--- src/rtl/cam_frame_writer.sv ---
// Camera writer: pairs synchronized camera bytes into RGB565 pixels and writes whole,
// aligned frames into a H_PIXELS x V_PIXELS single-port frame buffer.
//
// state | meaning
// SYNC  | waiting for vsync to fall; nothing is written
// IDLE  | inside a frame, between lines
// LINE  | href active, bytes are being paired into pixels
module cam_frame_writer #(
  parameter int H_PIXELS   = 240,
  parameter int V_PIXELS   = 320,
  parameter int ADDR_WIDTH = 17
) (
  input  logic                  clk_in,
  input  logic                  rst_n_in,
  input  logic                  byte_valid_in,
  input  logic [7:0]            byte_in,
  input  logic                  href_in,
  input  logic                  vsync_in,
  output logic                  wr_en_out,
  output logic [ADDR_WIDTH-1:0] wr_addr_out,
  output logic [15:0]           wr_data_out,
  output logic [10:0]           col_out,
  output logic [9:0]            row_out,
  output logic                  frame_done_out,
  output logic [7:0]            frame_count_out
);

  localparam logic [10:0]           COL_LIM  = 11'(H_PIXELS);
  localparam logic [9:0]            ROW_LIM  = 10'(V_PIXELS);
  localparam logic [ADDR_WIDTH-1:0] ROW_STEP = ADDR_WIDTH'(H_PIXELS);

  typedef enum logic [1:0] {SYNC, IDLE, LINE} state_t;

  state_t                  state, state_nxt;
  logic                    href_q, vsync_q;
  logic                    href_rise, href_fall, vsync_rise, vsync_fall;
  logic                    frame_end, line_start, line_end, accept;
  logic [10:0]             col;
  logic [9:0]              row;
  logic [ADDR_WIDTH-1:0]   row_base;
  logic                    phase;
  logic [7:0]              hi_byte;

  assign href_rise  =  href_in  & ~href_q;
  assign href_fall  = ~href_in  &  href_q;
  assign vsync_rise =  vsync_in & ~vsync_q;
  assign vsync_fall = ~vsync_in &  vsync_q;

  always_ff @(posedge clk_in or negedge rst_n_in) begin
    if (!rst_n_in) state <= SYNC;
    else           state <= state_nxt;
  end

  // Priority: vsync rise, then href edge, then byte accept.
  always_comb begin
    state_nxt  = state;
    frame_end  = 1'b0;
    line_start = 1'b0;
    line_end   = 1'b0;
    accept     = 1'b0;
    case (state)
      SYNC: begin
        if (vsync_fall) state_nxt = IDLE;
      end
      IDLE: begin
        if (vsync_rise) begin
          frame_end = 1'b1;
          state_nxt = SYNC;
        end else if (href_rise) begin
          line_start = 1'b1;
          state_nxt  = LINE;
        end
      end
      LINE: begin
        if (vsync_rise) begin
          frame_end = 1'b1;
          state_nxt = SYNC;
        end else if (href_fall) begin
          line_end  = 1'b1;
          state_nxt = IDLE;
        end else if (byte_valid_in && href_in) begin
          accept = 1'b1;
        end
      end
      default: state_nxt = SYNC;
    endcase
  end

  always_ff @(posedge clk_in or negedge rst_n_in) begin
    if (!rst_n_in) begin
      href_q          <= 1'b0;
      vsync_q         <= 1'b0;
      col             <= '0;
      row             <= '0;
      row_base        <= '0;
      phase           <= 1'b0;
      hi_byte         <= '0;
      wr_en_out       <= 1'b0;
      wr_addr_out     <= '0;
      wr_data_out     <= '0;
      col_out         <= '0;
      row_out         <= '0;
      frame_done_out  <= 1'b0;
      frame_count_out <= '0;
    end else begin
      href_q         <= href_in;
      vsync_q        <= vsync_in;
      wr_en_out      <= 1'b0;
      frame_done_out <= 1'b0;
      if (frame_end) begin
        frame_done_out  <= 1'b1;
        frame_count_out <= frame_count_out + 8'd1;
        col             <= '0;
        row             <= '0;
        row_base        <= '0;
        phase           <= 1'b0;
      end else if (line_start) begin
        col   <= '0;
        phase <= 1'b0;
      end else if (line_end) begin
        // A dangling high byte is simply dropped by clearing the phase.
        phase <= 1'b0;
        if (row != 10'h3FF) row <= row + 10'd1;
        if (row < ROW_LIM)  row_base <= row_base + ROW_STEP;
      end else if (accept) begin
        if (!phase) begin
          hi_byte <= byte_in;
          phase   <= 1'b1;
        end else begin
          phase <= 1'b0;
          if (col != 11'h7FF) col <= col + 11'd1;
          if (col < COL_LIM && row < ROW_LIM) begin
            wr_en_out   <= 1'b1;
            wr_addr_out <= row_base + ADDR_WIDTH'(col);
            wr_data_out <= {hi_byte, byte_in};
            col_out     <= col;
            row_out     <= row;
          end
        end
      end
    end
  end

endmodule
--- config.mk ---
export PLATFORM = sky130hd
export DESIGN_NAME = cam_frame_writer
export DESIGN_NICKNAME = d
export VERILOG_FILES = /design/src/rtl/cam_frame_writer.sv
export SDC_FILE = /design/constraint.sdc
export NUM_CORES = 1
export LEC_CHECK = 0
export CAP_MARGIN = 20
export CORE_ASPECT_RATIO = 1.1
export CORE_MARGIN = 2
export CORE_UTILIZATION = 35
export CTS_BUF_LIST = sky130_fd_sc_hd__clkbuf_8
export DETAILED_ROUTE_END_ITERATION = 6
export PLACE_DENSITY = 0.56
export SYNTH_ARGS = -nofsm -noshare
export SYNTH_HDL_FRONTEND = slang
export SYNTH_SLANG_ARGS = --single-unit
--- constraint.sdc ---
create_clock -name clk_in -period 1.9 [get_ports clk_in]
set_input_delay 0.38 -clock clk_in [delete_from_list [all_inputs] [get_ports clk_in]]
set_output_delay 0.38 -clock clk_in [all_outputs]
set_load 0.05 [all_outputs]
**Word-level counts from Yosys, hierarchy flattened**

Index checks and enable logic that the tools add are counted.

- Add/subtract/negate cells: 5
- Multiply operators: 0
- Divide/modulo/power cells: 0
- $lt $le $gt $ge: 2
- Equality and inequality tests: 9
- Shifts and indexed selects: 0
- Mux-type cells: 44
- Bitwise logic cells: 12
- Reductions and logical operators: 17

Operators by type and width:

| kind | number |
|---|---|
| $mux W17 | 4 |
| $mux W11 | 6 |
| $mux W10 | 4 |
| $mux W1 | 24 |
| $add A17 B11 Y17 | 1 |
| $add A17 B8 Y17 const B | 1 |
| $add A11 B1 Y11 const B | 1 |
| $lt A11 B8 Y1 const B | 1 |
| $ne A11 B11 Y1 const B | 1 |
| $add A10 B1 Y10 const B | 1 |
| $lt A10 B9 Y1 const B | 1 |
| $mux W2 | 5 |
| $ne A10 B10 Y1 const B | 1 |
| $ne A3 B3 Y1 const B | 3 |
| $reduce_and A3 Y1 | 3 |
| $reduce_bool A3 Y1 | 3 |
| $add A8 B1 Y8 const B | 1 |
| $not A1 Y1 | 8 |
| $pmux W2 S3 | 1 |
| $reduce_and A6 Y1 | 1 |
| $reduce_bool A2 Y1 | 3 |
| $reduce_and A5 Y1 | 1 |
| $and A1 B1 Y1 | 4 |
| $ne A2 B2 Y1 const B | 2 |
| 7 further kinds | 8 |

- Flip-flop bits (word level): 115
- Latch bits: 0
- Bits in writable memories: 0
- Memory bits (read-only): 0
- Input bits: 13
- Output and inout port bits: 64
- Logic and storage cells: 104
- Memories kept: 0

**Logic depth before layout (Yosys ltp)**

Gate-level depths: netlist of the first run.

- Word-level depth: 9
- Depth in mapped cells: 9
- Gate-level depth less buffers: 8

**Worst setup path after synthesis of the first run**

No wires, ideal clock.

- Path kind: flip-flop to flip-flop
- From: register col[5]
- To: register wr_addr_out[10]
- Setup time: 0.134 ns
- Data arrival time: 1.789 ns
- Required time: 1.766 ns
- Slack: -0.023 ns
- Cell stages (with the launch flop): 7
- Buffers on the path: 0
- Clock period less this slack: 1.923 ns
- Cells stage by stage: dfrtp_1 -> ha_1 -> a21oi_1 -> nor3_1 -> a2111oi_0 -> xor2_1 -> o21ai_0

- Word-level cells in the longest chain between the ends: 3
- Elaborated cells on any way between the ends: 4
- Classes of those cells: 1 x add/sub; 1 x order compare; 2 x reduce/logical

Ends and longest elaborated chain:

| element | RTL line | text |
|---|---|---|
| start, declared | 38 | `logic [10:0] col;` |
| start signal, assigned | 131 | `if (col != 11'h7FF) col <= col + 11'd1;` |
| $lt A11 B8 Y1 | 132 | `if (col < COL_LIM && row < ROW_LIM) begin` |
| $logic_and A1 B1 Y1 | 132 |  |
| $reduce_and A6 Y1 (no line) | -- |  |
| end signal, assigned | 134 | `wr_addr_out <= row_base + ADDR_WIDTH'(col);` |
| end, declared | 20 | `output logic [ADDR_WIDTH-1:0] wr_addr_out,` |

Several ways; a longest one is shown, not always the timed one.
A chain may end at the register's enable or synchronous reset.

**Worst setup path after layout of the first run**

- From: input port byte_valid_in
- To: register wr_addr_out[1]

- Word-level cells in the longest chain between the ends: 6

Ends and longest elaborated chain:

| element | RTL line | text |
|---|---|---|
| start, declared | 15 | `input logic byte_valid_in,` |
| $logic_and A1 B1 Y1 | 81 | `end else if (byte_valid_in && href_in) begin` |
| $mux W1 | 81 |  |
| $mux W1 | 78 | `end else if (href_fall) begin` |
| $mux W1 | 75 | `if (vsync_rise) begin` |
| $mux W1 | 61 | `case (state)` |
| $reduce_and A6 Y1 (no line) | -- |  |

No other way between the ends.

==> metrics, run 1 <==
outcome=finished with violations; failing checks=negative setup slack; Seq/Total Area, Yosys=0.527; R2R Path End=wr_addr_out[1]; Net count, final=627; post-synthesis cell count=around 450; post-synthesis register bit count=109; leakage power=3.52 nW; unrepaired setup endpoints after global routing=true; Setup CP Type=in -> reg; number of CTS-inserted buffers=9; Critical Path Stages=8; final antenna-violating net count=0; hold slack=400 ps; VDD IR max=0.431 mV; Pre-antenna DRT Iters=4; routed wire length=between 10,000 and 15,000 um; Fin Clk Skew=between 10 and 15 ps; clk sinks=between 100 and 150; reg2reg start=state[0]; final worst slack=-29.1 ps; Final Hold Fails=0; vias in the first global route=~4,000; largest net degree at the start of global routing=between 40 and 50; Netlist cell types=just under 50; initial antenna violation count=0; grt ovf=0; pwr dens=slightly below 1000 nW/um^2; area occupied by multi-input gates=about 2500 sq um; share of layout cells above drive strength 1=0.356; fin crit period=a little under 2000 ps; CP Capture Type=flip-flop; max incr delay on CP=roughly 500 ps; buffer and inverter count on the worst path=4; first-pass GRT wire length=between 15,000 and 20,000 um; Worst Hold Class=in -> reg; Synth warnings=0; CTS max path bufs=2; initial detailed-routing violation count=roughly 120; Least-Margin Pin Slew=roughly 500 ps; clk root buf=clkbuf_8; area share of fa/ha/maj cells after synthesis=0.0363; Primary FF master, synth=dfrtp_1; Max Cap Violations=0; Post-synth EDFFs=0; Total GRT Usage=0.149; Syn Nets=approximately 480; Crit-path slowest cell=clkdlybuf4s50_1; Async SR Flop Fraction=1.00; Simple-Gate Fraction of Synth Area=0.148; max-slew violations=0; Synth Area in Compound Gates=0.0861; CP max FO=10; Final Cell Area=just over 7000 sq um; Ports=a little under 80; vias post-DR=roughly 3,900; synth-to-layout area growth=37.2%; CP arrival=approximately 2200 ps; Port Buffers=76; RD Place Congestion=roughly 0.79; Worst Setup SP=byte_valid_in; die width=roughly 120 um; Crit path required time=2180 ps; critical-path cell list=clkdlybuf4s50_1 -> and3_4 -> and3_1 -> nand4_1 -> buf_12 -> buf_12 -> buf_12 -> mux2_4; endpoints failing setup=19; hpwl dp=just over 8000 um; mux contribution to synthesized area=0.126; relative slew slack=0.667; Final period util=1.02; Synth Area in XOR/XNOR=0.0491; number of fill cells=roughly 1,300; synthesized cell area=5170 sq um; Reg2Reg Depth=8; nature of the critical path startpoint=primary input; worst reg-to-reg setup slack=-20 ps; clock latency on the worst-skew pair=around 390 ps; DRC=0; Pwr Total=about 0.007 W; Die Y=approximately 130 um; pre-CTS setup slack=-451 ps; WL/cell=14.4 um; Post-Route Utilization=0.491; CTS H-tree depth=3; clock transition at the registers of the reported paths=110 ps; worst setup path end=wr_addr_out[1]; n_diodes=0; post-DR vias/cell=4.89; cell mode on critical path=buf_12; CTS tree=yes; Die ar.=approximately 16,000 sq um; largest family of logic cells by synthesized area=simple AND/OR/NAND/NOR gates; core area=14,400 sq um; dpl cell area=around 6600 sq um; initial core utilization=0.358; CP delay by family, top=buffers and inverters; Reg area=2730 sq um; Cell Rows=46; fmax=between 0.5 and 0.6 GHz; syn avg cell area=around 12 sq um
## where the power goes
group	internal, W	total, W	switching [W]
combinational	0.00105	0.00251	0.00146
sequential	0.00268	0.00294	0.000265
clock	0.000670	0.00153	0.000865
total	0.00440	0.00699	0.00259
## worst register-to-register path: cells and delay by family (launching register included)
kind / cells / cell delay (ps)
adders and majority gates: 1 / 160
buffers and inverters: 4 / 560
DFF: 1 / 440
muxes: 1 / 300
and+or+nand+nor: 2 / 360
## registers in the layout (all words and copies together), names as in the netlist, 2 cells and up
register and count:
col_out 9, hi_byte 8, row_base 13, row_out 10, col 11, wr_data_out 16
wr_addr_out 17, row 10, state 2, frame_count_out 8
## cell usage in the layout, fill, tap and decap left out, types with 4 or more instances in the layout
| cell type | n |
|---|---|
| buf_4 | 110 |
| dfrtp_1 | 109 |
| nand2_1 | 41 |
| mux2_4 | 30 |
| dlygate4sd2_1 | 24 |
| nor2_1 | 22 |
| a21oi_1 | 21 |
| xnor2_1 | 18 |
| o21ai_0 | 16 |
| mux2_2 | 15 |
| or3_1 | 12 |
| xor2_1 | 11 |
| o21ai_1 | 11 |
| nand4_1 | 10 |
| clkbuf_8 | 10 |
| clkdlybuf4s50_1 | 10 |
| inv_1 | 9 |
| nor3_1 | 9 |
| ha_1 | 9 |
| buf_12 | 9 |
| o31ai_1 | 8 |
| nand3_1 | 7 |
| and3_1 | 5 |
| and2_1 | 4 |
| o211ai_1 | 4 |
| ha_4 | 4 |
## final cells by class
cell class                 instances  area share
tap                              192      0.0339
multi-input combinational        310       0.353
clock inverter                     6      0.0108
inverter                          12     0.00635
clock buffer                      10      0.0194
timing repair buffer             157       0.192
sequential                       109       0.384
## cells in the mapped netlist (all sizes together) (4+ instances only)
cell | number | area share
a21oi | 24 | 0.024
o31ai | 8 | 0.012
o21ai | 27 | 0.026
nor4 | 5 | 0.010
nor3 | 10 | 0.0097
dfrtp | 109 | 0.53
nand4 | 10 | 0.012
or3 | 12 | 0.015
clkbuf | 5 | 0.0036
and2 | 4 | 0.0048
mux2 | 45 | 0.12
o211ai | 4 | 0.0058
nor2 | 22 | 0.016
nand3 | 10 | 0.0097
buf | 12 | 0.016
nand2 | 41 | 0.030
xor2 | 11 | 0.019
inv | 12 | 0.0087
nor4b | 4 | 0.0068
ha | 15 | 0.036
xnor2 | 18 | 0.030
and3 | 8 | 0.0099
## metrics by stage
stage / std cells / TNS [ps]
6_report: 796 / -269
5_1_grt: 796 / -2250
4_1_cts: 787 / 0
3_5_place_dp: 770 / -29530
3_3_place_gp: 770 / -25020
2_1_floorplan: 448 / 0
## how the worst min path moves through the flow
| stage | endpoint | depth (start not counted) | startpoint |
|---|---|---|---|
| 2_1_floorplan | col[0] | 0 | rst_n_in |
| 3_3_place_gp | wr_data_out[12] | 1 | rst_n_in |
| 3_5_place_dp | wr_data_out[12] | 1 | rst_n_in |
| 4_1_cts | wr_data_out[12] | 2 | rst_n_in |
| 5_1_grt | phase | 3 | href_in |
| 6_report | phase | 3 | href_in |
## metal layers
layer  vias up  GRT usage  part of all wire
li1       1903          -                 -
met1      1903      0.194              0.48
met2        72      0.244              0.47
met3        15     0.0273             0.031
met4         0     0.0608             0.018
met5         -          0                 0
## kinds of logic after synthesis
| family | count (synthesis) |
|---|---|
| AND/OR/NAND/NOR | 143 |
| flip-flops | 109 |
| AO/OA/AOI/OAI | 75 |
| multiplexers | 48 |
| XOR/XNOR | 29 |
| buffers and inverters | 29 |
| adder cells (fa/ha/maj) | 15 |
## timing repair
| item | CTS | global route |
|---|---|---|
| hold buffers | 1 | 0 |
| endpoints found under the setup margin | 64 | 55 |
| pin swaps | 1 | 16 |
| resized for setup | 32 | 41 |
| hold endpoints to repair | 29 | 0 |
| setup buffers | 0 | 10 |
No activity file was read; power rests on OpenSTA's default activity.
==> run 2, diff against run 1 <==
Settings changed: MAX_ROUTING_LAYER set to met4, SKIP_LAST_GASP set to 1.
==> metrics, run 2 (synthesis results as in run 1) <==
outcome=finished with violations; failing checks=negative setup slack; Die Y=132 um (unchanged); Worst Hold Class=in -> reg; fmax=0.524 GHz (+1.1%); Placed Cells=770 (unchanged); clock latency on the worst-skew pair=390 ps (about the same); vias post-DR=3,921 (+0.72%); fin crit period=1910 ps (-21.8 ps); VDD IR max=0.407 mV (-5.7%); relative slew slack=0.668 (about the same); n_diodes=0 (unchanged); setup_tns=-9.78 ps (+259 ps); Post-Route Utilization=0.495 (+0.00424); Final period util=1.00 (-0.0115); core area=14,400 sq um (unchanged); pwr dens=977 nW/um^2 (-0.83%); CP max FO=8 (-2); first-pass GRT wire length=19,100 um (-0.14%); initial detailed-routing violation count=150 (+24%); largest net degree at the start of global routing=43 (unchanged); endpoints failing setup=3 (-16); Die ar.=15,800 sq um (unchanged); RD Place Congestion=0.806 (+1.4%); CP Capture Type=flip-flop; CP delay by family, top=simple AND/OR/NAND/NOR gates; initial antenna violation count=0 (unchanged); Largest regs=wr_addr_out x17, wr_data_out x16, row_base x13; leakage power=3.56 nW (+1.1%); clock transition at the registers of the reported paths=110 ps (about the same); Pre-antenna DRT Iters=4 (unchanged); CTS max path bufs=2 (unchanged); share of layout cells above drive strength 1=0.360 (+0.00378); routed wire length=11,500 um (+0.77%); CTS H-tree depth=3 (unchanged); initial core utilization=0.358 (unchanged); Setup CP Type=reg -> reg; Finished Layout Cells=798 (+0.25%); max reg flops=17 (unchanged); Fin Clk Skew=12.3 ps (+0.0110 ps); Total GRT Usage=0.153 (+0.00409); Cell Rows=46 (unchanged); Port Buffers=76 (unchanged); final antenna-violating net count=0 (unchanged); post-DR vias/cell=4.91 (+0.47%); clk sinks=109 (unchanged); CTS tree=yes; grt ovf=0 (unchanged); hpwl dp=8100 um (unchanged); synth-to-layout area growth=38.4%; clk root buf=clkbuf_8; final worst slack=-7.27 ps (+21.8 ps); Max Cap Violations=0 (unchanged); Reg with most FFs=wr_addr_out; nature of the critical path startpoint=flip-flop; max-slew violations=0 (unchanged); number of CTS-inserted buffers=9 (unchanged); most frequent cells in the layout=dfrtp_1 (106), buf_4 (106), nand2_1 (40), mux2_4 (30), dlygate4sd2_1 (24); Net count, final=629 (+0.32%); critical-path cell list=and4_4 -> nor4_4 -> nand4_1 -> buf_6 -> buf_12 -> clkbuf_16 -> mux2_4; Least-Margin Pin Slew=501 ps (-0.393 ps); DRC=0 (unchanged); die width=120 um (unchanged); Crit path required time=2180 ps (about the same); max incr delay on CP=460 ps (-40 ps); Final Hold Fails=0 (unchanged); CP arrival=2190 ps (-20 ps); unrepaired setup endpoints after global routing=true; Ports=77 (unchanged); WL/cell=14.5 um (+0.52%); buffer and inverter count on the worst path=3 (-1); vias in the first global route=3,891 (-0.54%); Crit-path slowest cell=dfrtp_2
==> run 2: changes by cell type in the layout (fill, tap and decap cells not counted), sizes merged <==
cell / before / now
buf: 121 / 119
clkbuf: 10 / 14
==> run 2: timing repair <==
| item | in CTS | in global routing |
|---|---|---|
| hold buffers | 1 | 0 |
| hold endpoints to repair | 29 | 0 |
| buffers inserted | 0 | 7 |
| endpoints found under the setup margin | 64 | 65 |
| resized for setup | 28 | 43 |
| cloned | 0 | 4 |
| pin swaps | 1 | 9 |
==> run 2: worst paths after layout <==
check	startpoint	slack, ps	end	cells past startpoint
worst max-delay path	col[7]	-7	wr_addr_out[3]	7
worst min-delay path	href_in	400	phase	3
worst max register to register	col[7]	-7	wr_addr_out[3]	7
worst min register to register	frame_count_out[7]	480	frame_count_out[7]	1
max in group asynchronous	rst_n_in	860	row_base[13]	3
min in group asynchronous	rst_n_in	460	wr_data_out[12]	2
==> run 2: through the flow <==
| step | power [W] | hold WS, ps | cell area, sq um | setup WS, ps |
|---|---|---|---|---|
| floorplan | 0.00446 | 84.4 | 5170 | 11.6 |
| global placement | 0.00538 | 349 | 6610 | -390 |
| detailed placement | 0.00544 | 359 | 6610 | -451 |
| CTS | 0.00693 | 453 | 6820 | -50.2 |
| global route | 0.00741 | 411 | 7160 | -74.3 |
| finish | 0.00699 | 402 | 7160 | -7.27 |
==> run 2: layout make-up <==
class | instances | area (sq um)
flip-flops and latches | 109 | 2730
inverters | 12 | 45.0
clock inverters | 6 | 76.3
multi-input cells | 310 | 2480
well taps | 192 | 240
clock buffers | 10 | 138
fillers | 1304 | 7290
repair buffers | 159 | 1450
==> run 2: worst reg2reg max path: stages (launching register included) <==
cell       delay [ps]
dfrtp_2           460
and4_4            200
nor4_4            240
nand4_1           140
buf_6             160
buf_12            150
clkbuf_16         170
mux2_4            290
==> run 2: routing by layer <==
layer	track usage	up-vias	part of all wire
met3	0.0260	17	0.032
met1	0.196	1919	0.48
li1	-	1909	-
met5	-	-	0
met4	0.0608	0	0.021
met2	0.242	76	0.47
==> run 2: power breakdown <==
part,switching (W),total [W],internal [W]
logic,0.00146,0.00252,0.00107
clock network,0.000862,0.00153,0.000670
registers,0.000261,0.00294,0.00268
==> run 3, diff against run 2 <==
Settings changed: TNS_END_PERCENT set to 5.
==> metrics, run 3 (synthesis results as in run 1) <==
outcome=finished with violations; failing checks=negative setup slack; initial detailed-routing violation count=175 (+17%); share of layout cells above drive strength 1=0.310 (-0.0499); largest net degree at the start of global routing=46 (+7.0%); Die ar.=15,800 sq um (unchanged); post-DR vias/cell=4.81 (-2.1%); endpoints failing setup=19 (+16); Pwr Total=0.00666 W (-4.8%); Least-Margin Pin Slew=523 ps (+21.9 ps); initial antenna violation count=0 (unchanged); number of fill cells=1,361 (+4.4%); clock latency on the worst-skew pair=390 ps (about the same); final worst slack=-51.6 ps (-44.3 ps); worst reg-to-reg setup slack=20 ps (+30 ps); routed wire length=10,800 um (-6.6%); CTS tree=yes; final antenna-violating net count=0 (unchanged); CP Capture Type=primary output; Cell Rows=46 (unchanged); synth-to-layout area growth=30.4%; Net count, final=605 (-3.8%); Final period util=1.03 (+0.0233); commonest non-fill, non-tap cell in the layout=dfrtp_1; Reg with most FFs=wr_addr_out; grt ovf=0 (unchanged); die width=120 um (unchanged); max reg flops=17 (unchanged); Setup CP Type=reg -> out; R2R Path End=wr_addr_out[11]; max-slew violations=0 (unchanged); Critical Path Stages=1 (-6); reg2reg start=col[5]; Fin Clk Skew=10.0 ps (-2.24 ps); CP max FO=2 (-6); Crit-path slowest cell=clkdlybuf4s50_1; Pre-antenna DRT Iters=4 (unchanged); Port Buffers=76 (unchanged); most frequent cells in the layout=dfrtp_1 (107), buf_4 (94), nand2_1 (41), clkdlybuf4s50_1 (32), mux2_4 (30); Final Hold Fails=0 (unchanged); pre-CTS setup slack=-391 ps (+60.7 ps); fin crit period=1950 ps (+44.3 ps); CTS H-tree depth=3 (unchanged); n_diodes=0 (unchanged); relative slew slack=0.652 (-0.0160); leakage power=3.26 nW (-8.6%); CP arrival=1570 ps (-620 ps); DRC=0 (unchanged); WL/cell=13.9 um (-3.6%); VDD IR max=0.425 mV (+4.4%); Die Y=132 um (unchanged); core area=14,400 sq um (unchanged); clk root buf=clkbuf_8; number of CTS-inserted buffers=9 (unchanged); nature of the critical path startpoint=flip-flop; max incr delay on CP=800 ps (+340 ps); initial core utilization=0.358 (unchanged); vias post-DR=3,717 (-5.2%); Worst Setup SP=wr_data_out[10]; fmax=0.512 GHz (-2.3%); buffer and inverter count on the worst path=1 (-2); critical-path cell list=clkdlybuf4s50_1; clk sinks=109 (unchanged); Max Cap Violations=0 (unchanged); Crit path required time=1520 ps (-660 ps); Total GRT Usage=0.149 (-0.00455); pwr dens=988 nW/um^2 (+1.1%); hold wc startpoint=frame_count_out[7]; Ports=77 (unchanged); Reg2Reg Depth=7 (unchanged); Largest regs=wr_addr_out x17, wr_data_out x16, row_base x13; Worst Hold Class=reg -> reg; CP delay by family, top=buffers and inverters; first-pass GRT wire length=18,400 um (-3.5%); unrepaired setup endpoints after global routing=true; RD Place Congestion=0.840 (+4.2%); clock transition at the registers of the reported paths=110 ps (about the same); hpwl dp=7890 um (-2.6%); CTS max path bufs=2 (unchanged); vias in the first global route=3,788 (-2.6%); worst setup path end=wr_data_out[10]
## run 3: timing repair
action                     CTS  global route
setup endpoints to repair   63            56
setup buffers                1             1
hold buffers                 1             0
pin swaps                    1             1
hold endpoints to repair    36             0
gates resized for setup      2            15
## run 3: through the flow
| step | utilization | cells | area, sq um | setup TNS, ps | hold WS (ps) |
|---|---|---|---|---|---|
| global placement | 0.448 | 755 | 6460 | -21960 | 388 |
| floorplan | - | 448 | 5170 | -405 | 84.4 |
| global route | 0.467 | 773 | 6740 | -2860 | 497 |
| CTS | 0.461 | 772 | 6650 | -1550 | 478 |
| finish | 0.467 | 773 | 6740 | -647 | 483 |
| detailed placement | 0.448 | 755 | 6460 | -25670 | 387 |
## run 3: report_power, final
| part | switching, W | leakage, nW | internal, W |
|---|---|---|---|
| combinational | 0.00140 | 1.69 | 0.00104 |
| sequential | 0.000257 | 1.49 | 0.00268 |
| clock | 0.000820 | 0.0771 | 0.000467 |
## run 3: how the worst min path moves through the flow
stage                     cells past startpoint  slack [ps]                  to
after floorplan                               0          80              col[0]
after global placement                        1         390     wr_data_out[11]
after detailed placement                      1         390      wr_data_out[3]
after CTS                                     2         480      wr_data_out[3]
after global routing                          1         500              href_q
final                                         1         480  frame_count_out[7]
## run 3: routing by layer
layer / wire length [um] / share of wire / global-route usage
met5: 0 / 0 / -
met4: 223 / 0.021 / 0.0673
met3: 395 / 0.037 / 0.0308
met2: 4870 / 0.45 / 0.221
met1: 5290 / 0.49 / 0.195
## run 3: area by class of cell
type	count	area (sq um)	share of cell area
Timing Repair Buffer	135	1180	0.175
Multi-Input combinational cell	310	2380	0.354
Clock buffer	9	124	0.0184
Clock inverter	6	41.3	0.00612
Inverter	12	45.0	0.00668
Tap cell	192	240	0.0356
Sequential cell	109	2730	0.405
